**config.mk**
```make
export PLATFORM = sky130hd
export DESIGN_NAME = decimator_stream_flat
export DESIGN_NICKNAME = d
export VERILOG_FILES = /design/src/rtl/decimator_stream_pkg.sv /design/src/rtl/decimator_stream_if.sv /design/src/rtl/decimator_stream_ctrl.sv /design/src/rtl/decimator_stream.sv /design/src/flat_wrapper.sv
export SDC_FILE = /design/constraint.sdc
export NUM_CORES = 1
export LEC_CHECK = 0
export ABC_AREA = 0
export ABC_CLOCK_PERIOD_IN_PS = 3200
export CORE_MARGIN = 2
export CORE_UTILIZATION = 55
export DETAILED_ROUTE_END_ITERATION = 8
export HOLD_SLACK_MARGIN = 0.02
export PLACE_DENSITY = 0.8
export RECOVER_POWER = 50
export SLEW_MARGIN = 25
export SYNTH_ARGS = -nofsm -noshare
export SYNTH_HDL_FRONTEND = slang
export SYNTH_SLANG_ARGS = --single-unit
```
**constraint.sdc**
```tcl
create_clock -name clk -period 3.2 [get_ports clk]
set_clock_uncertainty 0.1 [all_clocks]
set_input_delay 0.32 -clock clk [delete_from_list [all_inputs] [get_ports clk]]
set_output_delay 0.32 -clock clk [all_outputs]
set_load 0.05 [all_outputs]
```
**src/rtl/decimator_stream_pkg.sv**
```systemverilog
// Shared definitions for the decimator datapath and its controller.
package dsp_pkg;

    typedef enum logic [0:0] {
        COLLECT = 1'b0,
        LAST    = 1'b1
    } dec_state_e;

    function automatic int phase_w(input int factor);
        return (factor > 1) ? $clog2(factor) : 1;
    endfunction

endpackage

```
**src/rtl/decimator_stream_if.sv**
```systemverilog
// Source and sink valid/ready sample streams of the decimator, bundled as one port.
interface decimator_stream_if #(
    parameter int DATA_W = 16
);
    logic              src_valid_in;
    logic              src_ready_out;
    logic [DATA_W-1:0] src_data_in;
    logic              dst_valid_out;
    logic              dst_ready_in;
    logic [DATA_W-1:0] dst_data_out;

    modport slave (
        input  src_valid_in,
        input  src_data_in,
        input  dst_ready_in,
        output src_ready_out,
        output dst_valid_out,
        output dst_data_out
    );

    modport master (
        output src_valid_in,
        output src_data_in,
        output dst_ready_in,
        input  src_ready_out,
        input  dst_valid_out,
        input  dst_data_out
    );
endinterface

```
**src/rtl/decimator_stream_ctrl.sv**
```systemverilog
// Group sequencer for the decimator: phase counter, output-valid flag and datapath strobes.
//
// state   | meaning
// COLLECT | phase 0..FACTOR-2, accepting samples into the accumulator
// LAST    | phase FACTOR-1, next accept completes the group and loads the output
module decimator_ctrl
    import dsp_pkg::*;
#(
    parameter  int FACTOR  = 2,
    localparam int PHASE_W = phase_w(FACTOR)
) (
    input  logic               clk,
    input  logic               arst_n,
    input  logic               src_valid_in,
    input  logic               dst_ready_in,
    input  logic               flush_in,
    output logic               src_ready_out,
    output logic               dst_valid_out,
    output logic [PHASE_W-1:0] phase_out,
    output logic               acc_load,
    output logic               acc_add,
    output logic               acc_clr,
    output logic               out_load
);

    localparam logic [PHASE_W-1:0] PHASE_LAST = PHASE_W'(FACTOR - 1);

    dec_state_e         state_q, state_d;
    logic [PHASE_W-1:0] phase_q, phase_d;
    logic               valid_q, valid_d;
    logic               accept;

    always_ff @(posedge clk or negedge arst_n) begin
        if (!arst_n) begin
            state_q <= COLLECT;
            phase_q <= '0;
            valid_q <= 1'b0;
        end else begin
            state_q <= state_d;
            phase_q <= phase_d;
            valid_q <= valid_d;
        end
    end

    always_comb begin
        state_d  = state_q;
        phase_d  = phase_q;
        valid_d  = valid_q;
        acc_load = 1'b0;
        acc_add  = 1'b0;
        out_load = 1'b0;
        acc_clr  = flush_in;

        // Only the group-completing sample can be stalled by a full output register.
        src_ready_out = (state_q != LAST) | !valid_q | dst_ready_in;
        accept        = src_valid_in & src_ready_out & !flush_in;

        unique case (state_q)
            COLLECT: begin
                if (accept) begin
                    acc_load = (phase_q == '0);
                    acc_add  = (phase_q != '0);
                    phase_d  = phase_q + PHASE_W'(1);
                    if (phase_d == PHASE_LAST) begin
                        state_d = LAST;
                    end
                end
            end
            LAST: begin
                if (accept) begin
                    out_load = 1'b1;
                    acc_clr  = 1'b1;
                    phase_d  = '0;
                    state_d  = COLLECT;
                end
            end
        endcase

        if (flush_in) begin
            phase_d = '0;
            state_d = COLLECT;
        end

        // A completion in the same cycle as a transfer reloads without a bubble.
        if (valid_q && dst_ready_in) begin
            valid_d = 1'b0;
        end
        if (out_load) begin
            valid_d = 1'b1;
        end
    end

    assign dst_valid_out = valid_q;
    assign phase_out     = phase_q;

endmodule

```
**src/rtl/decimator_stream.sv**
```systemverilog
// Streaming decimate-by-FACTOR: keeps the first sample of each group (drop) or
// emits the floor boxcar mean of the group (average).
module decimator_stream
    import dsp_pkg::*;
#(
    parameter  int DATA_W  = 16,
    parameter  int FACTOR  = 2,
    localparam int PHASE_W = phase_w(FACTOR)
) (
    input  logic               clk,
    input  logic               arst_n,
    decimator_stream_if.slave  bus,
    input  logic               avg_en_in,
    input  logic               flush_in,
    output logic [PHASE_W-1:0] phase_out
);

    localparam int ACC_W = DATA_W + PHASE_W;

    if ((FACTOR < 2) || (FACTOR > 256) || ((FACTOR & (FACTOR - 1)) != 0)) begin : g_bad_factor
        $error("decimator_stream: FACTOR must be a power of two in 2..256");
    end

    logic                    acc_load, acc_add, acc_clr, out_load;
    logic signed [ACC_W-1:0] acc_q, acc_d;
    logic signed [ACC_W-1:0] sample_ext;
    logic signed [ACC_W-1:0] sum;
    logic [DATA_W-1:0]       avg_data;
    logic [DATA_W-1:0]       hold_q, hold_d;
    logic [DATA_W-1:0]       out_q, out_d;
    logic                    mode_q, mode_d;

    decimator_ctrl #(
        .FACTOR (FACTOR)
    ) u_ctrl (
        .clk           (clk),
        .arst_n        (arst_n),
        .src_valid_in  (bus.src_valid_in),
        .dst_ready_in  (bus.dst_ready_in),
        .flush_in      (flush_in),
        .src_ready_out (bus.src_ready_out),
        .dst_valid_out (bus.dst_valid_out),
        .phase_out     (phase_out),
        .acc_load      (acc_load),
        .acc_add       (acc_add),
        .acc_clr       (acc_clr),
        .out_load      (out_load)
    );

    always_ff @(posedge clk or negedge arst_n) begin
        if (!arst_n) begin
            acc_q  <= '0;
            hold_q <= '0;
            out_q  <= '0;
            mode_q <= 1'b0;
        end else begin
            acc_q  <= acc_d;
            hold_q <= hold_d;
            out_q  <= out_d;
            mode_q <= mode_d;
        end
    end

    always_comb begin
        sample_ext = {{PHASE_W{bus.src_data_in[DATA_W-1]}}, bus.src_data_in};
        sum        = acc_q + sample_ext;
        // Sum of FACTOR samples divided by FACTOR always fits back into DATA_W.
        avg_data   = DATA_W'(sum >>> PHASE_W);

        acc_d  = acc_q;
        hold_d = hold_q;
        out_d  = out_q;
        mode_d = mode_q;

        if (acc_load) begin
            mode_d = avg_en_in;
            acc_d  = sample_ext;
            if (!avg_en_in) begin
                hold_d = bus.src_data_in;
            end
        end
        if (acc_add && mode_q) begin
            acc_d = sum;
        end
        if (out_load) begin
            out_d = mode_q ? avg_data : hold_q;
        end
        if (acc_clr) begin
            acc_d = '0;
        end
    end

    assign bus.dst_data_out = out_q;

endmodule

```
**src/flat_wrapper.sv**
```systemverilog
// flat-port wrapper written by rule: the top's interface ports become plain ports
module decimator_stream_flat import dsp_pkg::*;
#(
    parameter  int DATA_W  = 16,
    parameter  int FACTOR  = 2,
    localparam int PHASE_W = phase_w(FACTOR)
)
  (clk, arst_n, avg_en_in, flush_in, phase_out, bus_src_valid_in, bus_src_data_in, bus_dst_ready_in, bus_src_ready_out, bus_dst_valid_out, bus_dst_data_out);
  decimator_stream_if #(.DATA_W(DATA_W)) bus_i ();
  input  logic clk;
  input  logic arst_n;
  input  logic avg_en_in;
  input  logic flush_in;
  output logic [PHASE_W-1:0] phase_out;
  input wire logic [$bits(bus_i.src_valid_in)-1:0] bus_src_valid_in;
  input wire logic [$bits(bus_i.src_data_in)-1:0] bus_src_data_in;
  input wire logic [$bits(bus_i.dst_ready_in)-1:0] bus_dst_ready_in;
  output wire logic [$bits(bus_i.src_ready_out)-1:0] bus_src_ready_out;
  output wire logic [$bits(bus_i.dst_valid_out)-1:0] bus_dst_valid_out;
  output wire logic [$bits(bus_i.dst_data_out)-1:0] bus_dst_data_out;
  assign bus_i.src_valid_in = bus_src_valid_in;
  assign bus_i.src_data_in = bus_src_data_in;
  assign bus_i.dst_ready_in = bus_dst_ready_in;
  assign bus_src_ready_out = bus_i.src_ready_out;
  assign bus_dst_valid_out = bus_i.dst_valid_out;
  assign bus_dst_data_out = bus_i.dst_data_out;
  decimator_stream #(.DATA_W(DATA_W), .FACTOR(FACTOR)) u_core (.clk(clk), .arst_n(arst_n), .bus(bus_i), .avg_en_in(avg_en_in), .flush_in(flush_in), .phase_out(phase_out));
endmodule
```
==> results.yml, run 1 <==
critical_path:
  timing.rr.end: "u_core.acc_q[16]$_DFFE_PN0P_"
  crit_path_frequent_cell: "a21o_1"
  critPathLaunchType: "input port"
  worst-setup-path-type: "in -> reg"
  crit_chain: "clkdlybuf4s50_1, ha_1, fa_1, a21o_1, a221oi_4, a21oi_4, o221ai_2, xor2_1, a21o_1, a221o_1"
  cp_num_buf_inv: 1
  cp.required_ns: 3.30
  cp_top_family: "compound AO/OA/AOI/OAI gates"
  worstPathArrival_ns: 2.79
  r2r-start: "u_core.acc_q[0]$_DFFE_PN0P_"
  crit_path_max_incr_delay_ns: 0.45
  rrSetupSlack_ns: 0.61
  cpMaxStageDelayCell: "clkdlybuf4s50_1"
  end_kind: "flop"
  rr_worst_depth: 9
  cp_max_fo: 3
yosys:
  synth_cell_types: 50
  syn_inst: 293
  ys_warn_count: 0
  yosys-top-cells-area: "dfrtp_1 (43%), ha_1 (6.5%), mux2_2 (5.9%)"
  synth_most_common_cell: "dfrtp_1"
  yosys-top-cells-count: "dfrtp_1 (53), nand2_1 (40), a21oi_1 (16), ha_1 (16), mux2_2 (16)"
  synth_seq_cells: 53
  netlist_area_um2: 3060
  synth_edf_count: 0
  synth_ff_type: "dfrtp_1"
  syn-num-nets: 332
  synth_top_area_share_pct: 43.4
  synth_top_area_cell: "dfrtp_1"
  ys_async_sr_fraction_pct: 100
  ys_seq_area_share_pct: 43.4
  syn_avg_cell_area_um2: 10.4
cts:
  cts_tree: "yes"
  htreeDepth: 2
  clock_latency_ns: 0.31
  ctsResizeCount: 0
  cts_root_buffer: "clkbuf_8"
  cts_hold_buf: 0
  clock_path_buffers: 2
  post-cts-setup-buffers: 0
  numCtsBuffers: 5
  clkTransAtPathRegs_ns: 0.09
  clock-sinks: 53
sta:
  slew_viol_final: 0
  timing.final.ws_setup_ns: 0.508
  relSlewSlack_pct: 11.5
  tightestPinTransition_ns: 1.33
  finalSetupTns_ns: 0
  setup_violations: 0
  holdWs_ns: 0.282
  period_share_pct: 84.1
  period_needed_ns: 2.69
  rsz0062_at_grt: "false"
  hold_viol_final: 0
  fmax_mhz: 372
grt:
  grt_pass1_wl_um: 11000
  antenna_found_initial: 0
  grt_pass1_vias: 2342
  grt-ovfl-total: 0
  grt_max_degree: 54
  grt_usage_pct: 22.6
die:
  die_y_um: 78.6
  dieWidth_um: 78.6
  dieArea_um2: 6170
  core_area_um2: 5440
  rows: 27
  start_util_pct: 56.2
  io_pins: 41
final_layout:
  final_core_util_pct: 65.9
  areaGrowthSynthToFinish_pct: 17.2
  layout.nets: 373
  fillers: 445
  drive_gt1_share_pct: 11.9
  antenna_cells: 0
place:
  place.gp.congestion: 0.960
  pre_cts_ws_ns: 0.168
  dp.final_hpwl_um: 4560
  port_buffers: 40
power_and_ir_drop:
  ir_drop_v: 0.000499
  power.density_nw_per_um2: 633
  p_total_mw: 2.27
  p_leak_nw: 1.66
hold_path:
  min_path_type: "in -> async"
flow_run:
  cap_violations: 0
detailed_routing:
  ant_nets: 0
  drc_errors: 0
  firstDrtPassIters: 8
  drt_iter0_markers: 164
  vias_per_cell: 5.85
  routedWlPerCell_um: 16.0
  drt-total-wl_um: 6520
  num_vias: 2379
outcome:
  status: "completed"
layout make-up:
cell class                      count  area, um2  share of cell area, %
Timing Repair Buffer               47        442                   12.3
Multi-Input combinational cell    218       1610                   45.0
Inverter                            9       33.8                  0.942
Tap cell                           72       90.1                   2.51
Clock buffer                        8       80.1                   2.23
Sequential cell                    53       1330                   37.0
worst reg2reg max path, cell delays in order, from the launching register on:
cell      delay, ns
dfrtp_1        0.39
ha_1           0.21
fa_1           0.40
a21o_1         0.23
a221oi_4       0.28
a21oi_4        0.09
o221ai_2       0.22
xor2_1         0.12
a21o_1         0.17
a221o_1        0.28
worst max-delay path by stage:
stage                                 from                      endpoint  cells after the start
6_report                bus_src_data_in[0]  u_core.acc_q[16]$_DFFE_PN0P_                     10
5_1_grt                 bus_src_data_in[0]  u_core.acc_q[16]$_DFFE_PN0P_                     10
4_1_cts                 bus_src_data_in[0]  u_core.acc_q[16]$_DFFE_PN0P_                     10
3_5_place_dp            bus_src_data_in[0]  u_core.acc_q[16]$_DFFE_PN0P_                     10
3_3_place_gp            bus_src_data_in[0]  u_core.acc_q[16]$_DFFE_PN0P_                     10
2_1_floorplan  u_core.acc_q[0]$_DFFE_PN0P_  u_core.acc_q[16]$_DFFE_PN0P_                      9
cell usage in the layout (no fill, tap or decap), types with 2 or more instances in the layout:
cell type        instances
a222oi_1                 6
a221o_1                  2
mux2i_1                 14
mux2_2                  16
clkbuf_8                 5
o21ai_0                 13
nor2_1                  14
xor2_1                   7
buf_4                    5
dfrtp_1                 53
o21ai_1                  8
nor2b_1                  3
clkdlybuf4s50_1         38
xnor2_1                  8
inv_1                    9
nand2_1                 40
nand3_1                  4
nor3b_1                  5
ha_1                    16
a21o_1                   5
nor3_1                   5
a22oi_1                  9
a21oi_1                 16
a31oi_1                  2
clkbuf_1                 4
cells by family after synthesis:
logic type,after synthesis,synth area share (%)
simple gates,80,12.3
compound gates,75,17.9
flops,53,43.4
mux,30,10.5
buf+inv,22,3.72
fa+ha+maj,17,7.20
xor+xnor,16,5.03
layer usage:
layer	part of all wire (%)	track usage, %	up-vias
met1	46	31.1	1176
li1	-	-	1136
met4	1.8	8.25	0
met3	4.6	3.45	10
met2	47	36.4	57
met5	0	0	-
registers in the layout, summed over array words and instances (netlist names):
signal                       flops
u_core.acc_q                    17
u_core.bus.dst_data_out         16
u_core.hold_q                   16
u_core.mode_q                    1
u_core.u_ctrl.dst_valid_out      1
u_core.u_ctrl.phase_out          1
u_core.u_ctrl.state_q            1
power by group:
part | switching (mW) | total (mW) | internal, mW
sequential | 0.101 | 0.930 | 0.829
clock | 0.214 | 0.370 | 0.156
combinational | 0.593 | 0.971 | 0.378
total | 0.908 | 2.27 | 1.36
per-stage QoR:
step,cells,area [um2]
2_1_floorplan,293,3060
3_3_place_gp,399,3520
3_5_place_dp,399,3520
4_1_cts,407,3600
5_1_grt,407,3590
6_report,407,3590
No activity file was read; power rests on OpenSTA's default activity.
==> run 2, diff against run 1 <==
--- a/config.mk
+++ b/config.mk
@@ -6,12 +6,12 @@
 export NUM_CORES = 1
 export LEC_CHECK = 0
 export ABC_AREA = 0
-export ABC_CLOCK_PERIOD_IN_PS = 3200
+export ABC_CLOCK_PERIOD_IN_PS = 2300
 export CORE_MARGIN = 2
-export CORE_UTILIZATION = 55
+export CORE_UTILIZATION = 50
 export DETAILED_ROUTE_END_ITERATION = 8
 export HOLD_SLACK_MARGIN = 0.02
-export PLACE_DENSITY = 0.8
+export PLACE_DENSITY = 0.77
 export RECOVER_POWER = 50
 export SLEW_MARGIN = 25
 export SYNTH_ARGS = -nofsm -noshare
==> constraint.sdc (replaced) <==
create_clock -name clk -period 2.3 [get_ports clk]
set_clock_uncertainty 0.1 [all_clocks]
set_input_delay 0.23 -clock clk [delete_from_list [all_inputs] [get_ports clk]]
set_output_delay 0.23 -clock clk [all_outputs]
set_load 0.05 [all_outputs]
==> run 2 against run 1 <==
The run now ends with setup timing left; power grew 49%; critical endpoint unchanged; sequential power grew 38%; non-clock buffer count grew 50; core utilization grew 4.4 points; design area grew 16%; critical path type is now reg -> reg.
==> results.yml, run 2 (synthesis results as in run 1) <==
cts:
  htreeDepth: 2
  clock-sinks: 53
  clkTransAtPathRegs_ns: 0.10
  clock_path_buffers: 2
  cts_root_buffer: "clkbuf_8"
  clock_latency_ns: 0.31
  cts_tree: "yes"
  numCtsBuffers: 5
die:
  core_area_um2: 5920
  dieArea_um2: 6760
  start_util_pct: 51.7
  die_y_um: 82.2
  dieWidth_um: 82.2
  rows: 28
  io_pins: 41
place:
  dp_cells: 444
  dp.final_hpwl_um: 5380
  port_buffers: 40
  place.gp.congestion: 0.872
  dpl_cell_area_um2: 3850
critical_path:
  r2r-start: "u_core.acc_q[0]$_DFFE_PN0P_"
  rrSetupSlack_ns: -0.19
  crit_path_max_incr_delay_ns: 0.40
  crit_path_frequent_cell: "a21o_1"
  end_kind: "flop"
  cpMaxStageDelayCell: "dfrtp_1"
  critPathLaunchType: "flop"
  cp.required_ns: 2.40
  rr_worst_depth: 9
  crit_chain: "ha_2, fa_2, a21o_1, a221oi_4, a21oi_4, o221ai_2, xor2_1, a21o_1, a221o_1"
  cp_max_fo: 2
  timing.rr.end: "u_core.acc_q[16]$_DFFE_PN0P_"
  worst-setup-path-type: "reg -> reg"
  worstPathArrival_ns: 2.59
final_layout:
  instances_no_fill: 460
  drive_gt1_share_pct: 30.4
  design_area_um2: 4160
  areaGrowthSynthToFinish_pct: 36.0
  antenna_cells: 0
  final_common_cell: "buf_4"
  layout.nets: 423
  largest_register: "u_core.acc_q"
  largest_register_ffs: 17
  layout_common_cells: "buf_4 (54), dfrtp_1 (52), nand2_1 (39)"
detailed_routing:
  firstDrtPassIters: 4
  num_vias: 2633
  vias_per_cell: 5.72
  drt-total-wl_um: 7910
  ant_nets: 0
  routedWlPerCell_um: 17.2
  drt_iter0_markers: 156
  drc_errors: 0
grt:
  grt-ovfl-total: 0
  antenna_found_initial: 0
  grt_usage_pct: 24.7
  grt_pass1_vias: 2737
  grt_max_degree: 32
  grt_pass1_wl_um: 12800
hold_path:
  min_from: "bus_src_data_in[9]"
  min_path_type: "in -> reg"
  min_to: "u_core.hold_q[9]$_DFFE_PN0P_"
  hold_depth: 2
outcome:
  status: "finished, violations left"
  violations: "setup timing"
power_and_ir_drop:
  p_total_mw: 3.39
  p_leak_nw: 1.95
  ir_drop_v: 0.000520
  power.density_nw_per_um2: 814
sta:
  hold_viol_final: 0
  period_share_pct: 108
  period_needed_ns: 2.49
  timing.final.ws_setup_ns: -0.193
  rsz0062_at_grt: "true"
  setup_violations: 12
  fmax_mhz: 401
  tightestPinTransition_ns: 1.26
  relSlewSlack_pct: 16.1
  slew_viol_final: 0
flow_run:
  cap_violations: 0
==> run 2: cell count changes in the layout (fill, tap and decap cells not counted), sizes merged <==
cell and change:
clkinv +2, clkinvlp +1, clkdlybuf4s50 -2, dlygate4sd2 +2, clkbuf -3, buf +50
==> run 2: worst max-delay path by stage <==
stage	from	endpoint	depth (start not counted)
5_1_grt	u_core.acc_q[0]$_DFFE_PN0P_	u_core.bus.dst_data_out[13]$_DFFE_PN0P_	10
3_3_place_gp	bus_src_data_in[0]	u_core.acc_q[16]$_DFFE_PN0P_	10
6_report	u_core.acc_q[0]$_DFFE_PN0P_	u_core.acc_q[16]$_DFFE_PN0P_	9
2_1_floorplan	u_core.acc_q[0]$_DFFE_PN0P_	u_core.acc_q[16]$_DFFE_PN0P_	9
4_1_cts	u_core.acc_q[0]$_DFFE_PN0P_	u_core.acc_q[16]$_DFFE_PN0P_	9
3_5_place_dp	bus_src_data_in[9]	u_core.acc_q[16]$_DFFE_PN0P_	9
==> run 2: routing by layer <==
layer  track usage [%]  wire length (um)  vias up
li1                  -                 -     1237
met4              6.00               121        0
met3              4.35               395       14
met2              44.1              3940       76
met1              30.9              3450     1306
met5                 0                 0        -
==> run 2: what timing repair did <==
action	in CTS	in global routing
endpoints found under the setup margin	17	22
hold buffers	1	0
pin swaps	16	11
endpoints found under the hold margin	22	0
buffers inserted	5	4
resized for setup	29	8
==> run 2: cell type report <==
cell class                 count  area, um2
multi-input combinational    218       1790
fill                         417       1760
sequential                    53       1330
timing repair buffer          97        827
tap                           75       93.8
clock buffer                   5       68.8
inverter                       9       33.8
clock inverter                 3       17.5
==> run 2: worst max-delay path: cells and delay by family (launching register included) <==
kind            cells  cell delay (ns)
flops               1             0.40
fa+ha+maj           2             0.53
xor+xnor            1             0.12
compound gates      6             1.23
==> run 2: per-stage QoR <==
stage	setup TNS [ns]	setup WS [ns]	hold slack, ns	util, %
CTS	-1.33	-0.197	0.306	69.6
global route	-2.50	-0.291	0.311	70.3
global placement	-7.06	-0.461	0.150	65.1
floorplan	-0.168	-0.132	-0.166	-
finish	-0.885	-0.193	0.316	70.3
detailed placement	-7.75	-0.550	0.152	65.1
==> run 2: report_power, final <==
part / total, mW / switching [mW] / internal (mW) / leakage (nW)
logic: 1.57 / 0.924 / 0.650 / 1.24
registers: 1.28 / 0.126 / 1.15 / 0.674
clock network: 0.532 / 0.321 / 0.211 / 0.0439
total: 3.39 / 1.37 / 2.02 / 1.95
